[config.mk]
export PLATFORM = sky130hd
export DESIGN_NAME = spike_train_encoder
export DESIGN_NICKNAME = d
export VERILOG_FILES = /design/src/rtl/snn_cmd_pkg.sv /design/src/rtl/spike_rate_accumulator.sv /design/src/rtl/spike_train_encoder.sv
export SDC_FILE = /design/constraint.sdc
export NUM_CORES = 1
export LEC_CHECK = 0
export CAP_MARGIN = 20
export CORE_UTILIZATION = 57
export DETAILED_ROUTE_END_ITERATION = 7
export PLACE_DENSITY = 0.91
export SLEW_MARGIN = 10
export SYNTH_ARGS = -nofsm -noshare
export SYNTH_HDL_FRONTEND = slang
export SYNTH_SLANG_ARGS = --single-unit
[constraint.sdc]
create_clock -name clk -period 3 [get_ports clk]
set_clock_uncertainty 0.1 [all_clocks]
set_input_delay 0.6 -clock clk [delete_from_list [all_inputs] [get_ports clk]]
set_output_delay 0.6 -clock clk [all_outputs]
set_load 0.01 [all_outputs]
[src/rtl/snn_cmd_pkg.sv]
`default_nettype none
// +----------------------------------------------------------------------+
// | snn_cmd_pkg: command codes shared by the SNN bus agents and the      |
// | encoder state type.                                                  |
// | Revision: 1.0                                                        |
// +----------------------------------------------------------------------+
package snn_cmd_pkg;

    function automatic int cmd_load_value(input int cmd_width);
        return (cmd_width > 0) ? 1 : 0;
    endfunction

    function automatic int cmd_clear(input int cmd_width);
        return (1 << cmd_width) - 3;
    endfunction

    function automatic int cmd_set_input_train_length(input int cmd_width);
        return (1 << cmd_width) - 4;
    endfunction

    function automatic int cmd_set_input_train_frequency(input int cmd_width);
        return (1 << cmd_width) - 5;
    endfunction

    typedef enum logic [1:0] {
        ST_IDLE = 2'd0,
        ST_RUN  = 2'd1,
        ST_DONE = 2'd2
    } enc_state_e;

endpackage
`default_nettype wire

[src/rtl/spike_rate_accumulator.sv]
`default_nettype none
// +----------------------------------------------------------------------+
// | spike_rate_accumulator: phase accumulator whose carry-out is the     |
// | rate-coded spike for the current slot.                               |
// | Revision: 1.0                                                        |
// +----------------------------------------------------------------------+
module spike_rate_accumulator #(
    parameter int INT_WIDTH = 8
) (
    input  logic                 clk,
    input  logic                 rst,
    input  logic                 clear,
    input  logic                 step,
    input  logic [INT_WIDTH-1:0] value,
    output logic                 spike
);

    logic [INT_WIDTH-1:0] acc_q;
    logic [INT_WIDTH-1:0] acc_d;
    logic [INT_WIDTH:0]   sum;

    always_comb begin
        sum   = {1'b0, acc_q} + {1'b0, value};
        acc_d = acc_q;
        if (clear) begin
            acc_d = '0;
        end else if (step) begin
            acc_d = sum[INT_WIDTH-1:0];
        end
    end

    // Spike is valid only in the cycle the owner asserts step.
    assign spike = sum[INT_WIDTH];

    always_ff @(posedge clk or negedge rst) begin
        if (!rst) begin
            acc_q <= '0;
        end else begin
            acc_q <= acc_d;
        end
    end

endmodule
`default_nettype wire

[src/rtl/spike_train_encoder.sv]
`default_nettype none
// +----------------------------------------------------------------------+
// | spike_train_encoder: turns a latched integer into a rate-coded spike |
// | train advanced by bus run ticks (cmd == 0).                          |
// | Revision: 1.0                                                        |
// +----------------------------------------------------------------------+
module spike_train_encoder
    import snn_cmd_pkg::*;
#(
    parameter int ENCODER_ID           = -1,
    parameter int ADDR_WIDTH           = 8,
    parameter int CMD_WIDTH            = 8,
    parameter int INT_WIDTH            = 8,
    parameter int DEFAULT_TRAIN_LENGTH = 16,
    parameter int DEFAULT_TRAIN_PERIOD = 1
) (
    input  logic                   clk,
    input  logic                   rst,
    input  logic [ADDR_WIDTH-1:0]  addr,
    input  logic [CMD_WIDTH-1:0]   cmd,
    input  logic [2*INT_WIDTH-1:0] cmd_arg,
    output logic                   out,
    output logic                   busy,
    output logic                   done
);

    localparam logic [ADDR_WIDTH-1:0] C_MY_ADDR  = ADDR_WIDTH'(ENCODER_ID);
    localparam logic [CMD_WIDTH-1:0]  C_CMD_RUN  = '0;
    localparam logic [CMD_WIDTH-1:0]  C_CMD_LOAD = CMD_WIDTH'(cmd_load_value(CMD_WIDTH));
    localparam logic [CMD_WIDTH-1:0]  C_CMD_CLR  = CMD_WIDTH'(cmd_clear(CMD_WIDTH));
    localparam logic [CMD_WIDTH-1:0]  C_CMD_LEN  = CMD_WIDTH'(cmd_set_input_train_length(CMD_WIDTH));
    localparam logic [CMD_WIDTH-1:0]  C_CMD_FRQ  = CMD_WIDTH'(cmd_set_input_train_frequency(CMD_WIDTH));
    localparam logic [INT_WIDTH-1:0]  C_ONE      = INT_WIDTH'(1);
    localparam logic [INT_WIDTH-1:0]  C_DEF_LEN  = INT_WIDTH'(DEFAULT_TRAIN_LENGTH);
    localparam logic [INT_WIDTH-1:0]  C_DEF_PER  = INT_WIDTH'(DEFAULT_TRAIN_PERIOD);

    enc_state_e           state_q, state_d;
    logic [INT_WIDTH-1:0] value_q, value_d;
    logic [INT_WIDTH-1:0] length_q, length_d;
    logic [INT_WIDTH-1:0] period_q, period_d;
    logic [INT_WIDTH-1:0] shadow_length_q, shadow_length_d;
    logic [INT_WIDTH-1:0] shadow_period_q, shadow_period_d;
    logic [INT_WIDTH-1:0] tick_q, tick_d;
    logic [INT_WIDTH-1:0] slot_q, slot_d;
    logic                 out_q, out_d;
    logic                 busy_q, busy_d;
    logic                 done_q, done_d;
    logic                 acc_clear, acc_step, acc_spike;
    logic [INT_WIDTH-1:0] arg;
    logic                 unused_arg_hi;

    assign arg           = cmd_arg[INT_WIDTH-1:0];
    assign unused_arg_hi = ^cmd_arg[2*INT_WIDTH-1:INT_WIDTH];

    spike_rate_accumulator #(
        .INT_WIDTH (INT_WIDTH)
    ) u_acc (
        .clk   (clk),
        .rst   (rst),
        .clear (acc_clear),
        .step  (acc_step),
        .value (value_q),
        .spike (acc_spike)
    );

    always_comb begin
        state_d         = state_q;
        value_d         = value_q;
        length_d        = length_q;
        period_d        = period_q;
        shadow_length_d = shadow_length_q;
        shadow_period_d = shadow_period_q;
        tick_d          = tick_q;
        slot_d          = slot_q;
        out_d           = 1'b0;
        busy_d          = busy_q;
        done_d          = 1'b0;
        acc_clear       = 1'b0;
        acc_step        = 1'b0;

        // DONE always lasts one clock; LOAD or CLEAR below may override it.
        if (state_q == ST_DONE) begin
            state_d = ST_IDLE;
            done_d  = 1'b1;
            busy_d  = 1'b0;
        end

        if (cmd == C_CMD_CLR) begin
            state_d   = ST_IDLE;
            busy_d    = 1'b0;
            done_d    = 1'b0;
            tick_d    = '0;
            slot_d    = '0;
            acc_clear = 1'b1;
        end else if (cmd == C_CMD_RUN) begin
            if (state_q == ST_RUN) begin
                if (slot_q == period_q - C_ONE) begin
                    slot_d   = '0;
                    acc_step = 1'b1;
                    out_d    = acc_spike;
                end else begin
                    slot_d = slot_q + C_ONE;
                end
                tick_d = tick_q + C_ONE;
                if (tick_q == length_q - C_ONE) begin
                    state_d = ST_DONE;
                end
            end
        end else if (addr == C_MY_ADDR) begin
            if (cmd == C_CMD_LOAD) begin
                value_d   = arg;
                length_d  = shadow_length_q;
                period_d  = shadow_period_q;
                tick_d    = '0;
                slot_d    = '0;
                acc_clear = 1'b1;
                done_d    = 1'b0;
                if (shadow_length_q == '0) begin
                    state_d = ST_DONE;
                    busy_d  = 1'b0;
                end else begin
                    state_d = ST_RUN;
                    busy_d  = 1'b1;
                end
            end else if (cmd == C_CMD_LEN) begin
                shadow_length_d = arg;
            end else if (cmd == C_CMD_FRQ) begin
                shadow_period_d = (arg == '0) ? C_ONE : arg;
            end
        end
    end

    always_ff @(posedge clk or negedge rst) begin
        if (!rst) begin
            state_q         <= ST_IDLE;
            value_q         <= '0;
            length_q        <= '0;
            period_q        <= C_ONE;
            shadow_length_q <= C_DEF_LEN;
            shadow_period_q <= C_DEF_PER;
            tick_q          <= '0;
            slot_q          <= '0;
            out_q           <= 1'b0;
            busy_q          <= 1'b0;
            done_q          <= 1'b0;
        end else begin
            state_q         <= state_d;
            value_q         <= value_d;
            length_q        <= length_d;
            period_q        <= period_d;
            shadow_length_q <= shadow_length_d;
            shadow_period_q <= shadow_period_d;
            tick_q          <= tick_d;
            slot_q          <= slot_d;
            out_q           <= out_d;
            busy_q          <= busy_d;
            done_q          <= done_d;
        end
    end

    assign out  = out_q;
    assign busy = busy_q;
    assign done = done_q;

endmodule
`default_nettype wire

==> results.txt <==
* FF-to-FF path depth: 9
* Detailed-route wire length: between 8000 and 9000 um
- In this run the remaining antenna-violating nets after routing total 0.
- Worst rel slew slack: 0.409
- The library cell used most frequently in the layout, excluding fill and tap cells, is dfrtp_1.
- Number of sinks handled by clock tree synthesis: 69
* Critical Path End Type: flip-flop
* Core Box Area: between 6000 and 7000 um2
- PD cells: 400 nW/um2
- Clk Latency, worst-skew pair: roughly 0.35 ns
- Summing over every cut layer, the via total after detailed routing is roughly 3.0k.
- Final Max Tran Viols: 0
* Setup repair after global routing missed its margin: false
- Input/output buffers: 28
* Die outline width: 84.0 um
- Slew @ Worst Pin: roughly 0.86 ns
- DR DRC count: 8
- After detailed routing, the average wire length per cell comes to 18.6 um.
* Violations in the final reports: design-rule violations
- Floorplan row count: 29
- The net count of the finished layout is between 400 and 500.
* Final-report hold violation count: 0
- Counting flops and latches in the post-synthesis netlist gives 69.
- The clock passes through at most 2 buffers.
* Global-route wire length before repair: around 15000 um
- The biggest area contributor in the post-synthesis netlist is dfrtp_1.
- Kind of critical path: in -> reg
* Sequential element share of the synthesized area: 0.452
- Total of cells resized after clock tree synthesis: 0
- Top cells by area, synth: dfrtp_1, mux2_2, ha_1, xnor2_1, xor2_1
- Ports placed on the boundary: 37
- Starting Density: 0.597
* Hold Crit Class: in -> async
* Start of the worst register-to-register path: period_q[0]
* Final instance area: roughly 4500 um2
- The number of global-route vias before repair came to about 3.2k.
* Minimum clock period after layout: ~2.8 ns
- Once placement finished, the instance area stood at ~4300 um2.
* Maximum number of pins on one net before global-route repair: 70
* Syn_nets: between 400 and 500
- Along the worst path, the maximum fanout reaches 5.
- Clk slew on worst S/H paths: 0.08 ns
- After detailed placement, the design holds a cell count of between 400 and 500.
* Number of antenna violations at the first check in global routing: 0
* Standby leakage power: approximately 2.1 nW
* Yosys warning total: 0
- Static timing analysis puts the maximum clock frequency at ~0.36 GHz.
- STA puts the critical path data arrival time at slightly below 3 ns.
- The design draws approximately 1.8 mW.
- The worst-case IR drop observed on VDD is roughly 0.00039 V.
- In this run, the number of DRC markers left after iteration 0 of detailed routing was 276.
* Share of the synthesized area in the top cell type: 0.431
- Using the TritonRoute via totals, the vias-per-cell ratio works out to 6.25.
* H-tree level count: 3
- Layout Cells excl Fill: approximately 480
- Data on the critical path is required at its endpoint by ~3.2 ns.
- Count of hold buffers inserted by post-cts repair: 0
- Area of the mapped netlist: about 3800 um2
- In the layout the commonest cells are dfrtp_1, mux2_2, clkdlybuf4s50_1.
- Gr ovfl total: 0
- The average instance in the mapped netlist occupies 10.8 um2.
* Number of enable flip-flop cells after synthesis: 0
* Max-cap violations: 0
- Across every metal layer, demand over resource in global routing totals 0.281.
* Fraction of layout cells with a size suffix above 1: 0.214
- Setup bufs post-CTS: 0
- TritonCTS clock tree: built
* Register area: between 1500 and 2000 um2
* Gate count after technology mapping: ~360
- The worst setup path is launched from an input pin.
- Placer Congestion: just under 0.9
- For this run, the leading register cell type out of synthesis is dfrtp_1.
- Filler Cell Count: roughly 430
* Number of distinct library cells after synthesis: 56
* Run status: finished, violations left
* Final critical-path share of the clock period: 0.933
* Post-synth ARST share: 1.00
- Relative to the synthesized area, the layout overhead comes to 17.0%.
- TritonCTS Buffers: 9
* Clock tree root driver cell: clkbuf_8
* Total iterations of the first detailed-routing run: 6
- Detailed placement ended at an HPWL of 6450 um.
- Setup violation total in the final timing report: 0
- The multi-input combinational cells in the finished layout cover a total of between 1500 and 2000 um2.
* Die height: 84.0 um
- Number of antenna diodes: 0
- Tracing the worst setup path back leads to its startpoint at cmd[2].
* DIE AREA: ~7100 um2
cells in the mapped netlist (4+ instances only):
cell      number
dfrtp_1       66
mux2_2        39
nand2_1       19
nor2_1        19
xnor2_1       17
nand3_1       16
inv_1         14
o21ai_0       13
a21oi_1       12
ha_1          12
nor3_1        12
xor2_1        11
or4_1          8
clkbuf_1       7
nor4_1         7
nand4_1        6
o31ai_1        6
mux2i_1        4
nand2b_1       4
nor2b_1        4
o21a_1         4
worst max-delay path: stages:
cell	delay, ns
clkdlybuf4s50_1	0.50
nor4_4	0.34
and2_4	0.23
a22oi_4	0.09
or3_1	0.44
or4_4	0.54
a211oi_2	0.22
kinds of logic after synthesis:
kind of cell,after synthesis,synth area share
buffers and inverters,23,0.0265
and+or+nand+nor,120,0.180
DFF,69,0.452
adders and majority gates,13,0.0444
AOI/OAI and AO/OA,59,0.108
xor gates and xnor gates,28,0.0640
muxes,43,0.125
where the power goes:
group / switching (mW) / leakage (nW) / internal [mW]
Combinational: 0.0456 / 1.01 / 0.0393
Clock: 0.348 / 0.102 / 0.427
Sequential: 0.00200 / 0.953 / 0.931
final cells by class:
cell class,instances,area share
tap,77,0.0215
multi-input combinational,263,0.446
clock buffer,12,0.0346
inverter,14,0.0117
clock inverter,4,0.0106
timing repair buffer,45,0.0898
sequential,69,0.386
layer usage:
| metal | global-route usage | vias up | wire length [um] |
|---|---|---|---|
| li1 | - | 1406 | - |
| met5 | 0 | - | 0 |
| met1 | 0.356 | 1483 | 3850 |
| met4 | 0.113 | 0 | 250 |
| met3 | 0.0524 | 28 | 472 |
| met2 | 0.476 | 106 | 4410 |
final timing paths:
check	slack, ns	to
hold reg to reg	0.41	period_q[7]
min in group clk	0.41	period_q[7]
setup reg to reg	0.26	slot_q[2]
max in group asynchronous	1.89	u_acc.acc_q[0]
setup / recovery	0.20	slot_q[6]
hold / removal	0.34	tick_q[0]
stage by stage:
| stage | util | hold WS (ns) | setup WS, ns | TNS, ns |
|---|---|---|---|---|
| 2_1_floorplan | - | 0.204 | 0.413 | 0 |
| 3_5_place_dp | 0.667 | 0.389 | -0.135 | -0.471 |
| 4_1_cts | 0.698 | 0.368 | 0.211 | 0 |
| 6_report | 0.698 | 0.343 | 0.202 | 0 |
| 3_3_place_gp | 0.667 | 0.360 | -0.0575 | -0.164 |
| 5_1_grt | 0.698 | 0.420 | 0.0113 | 0 |
state kept, by name (all words and copies together), names as in the netlist, 2 cells and up:
register / flops
shadow_length_q: 8
period_q: 8
u_acc.acc_q: 8
slot_q: 8
shadow_period_q: 8
value_q: 8
length_q: 8
state_q: 2
tick_q: 8
Power figures use the tool's default switching activity.
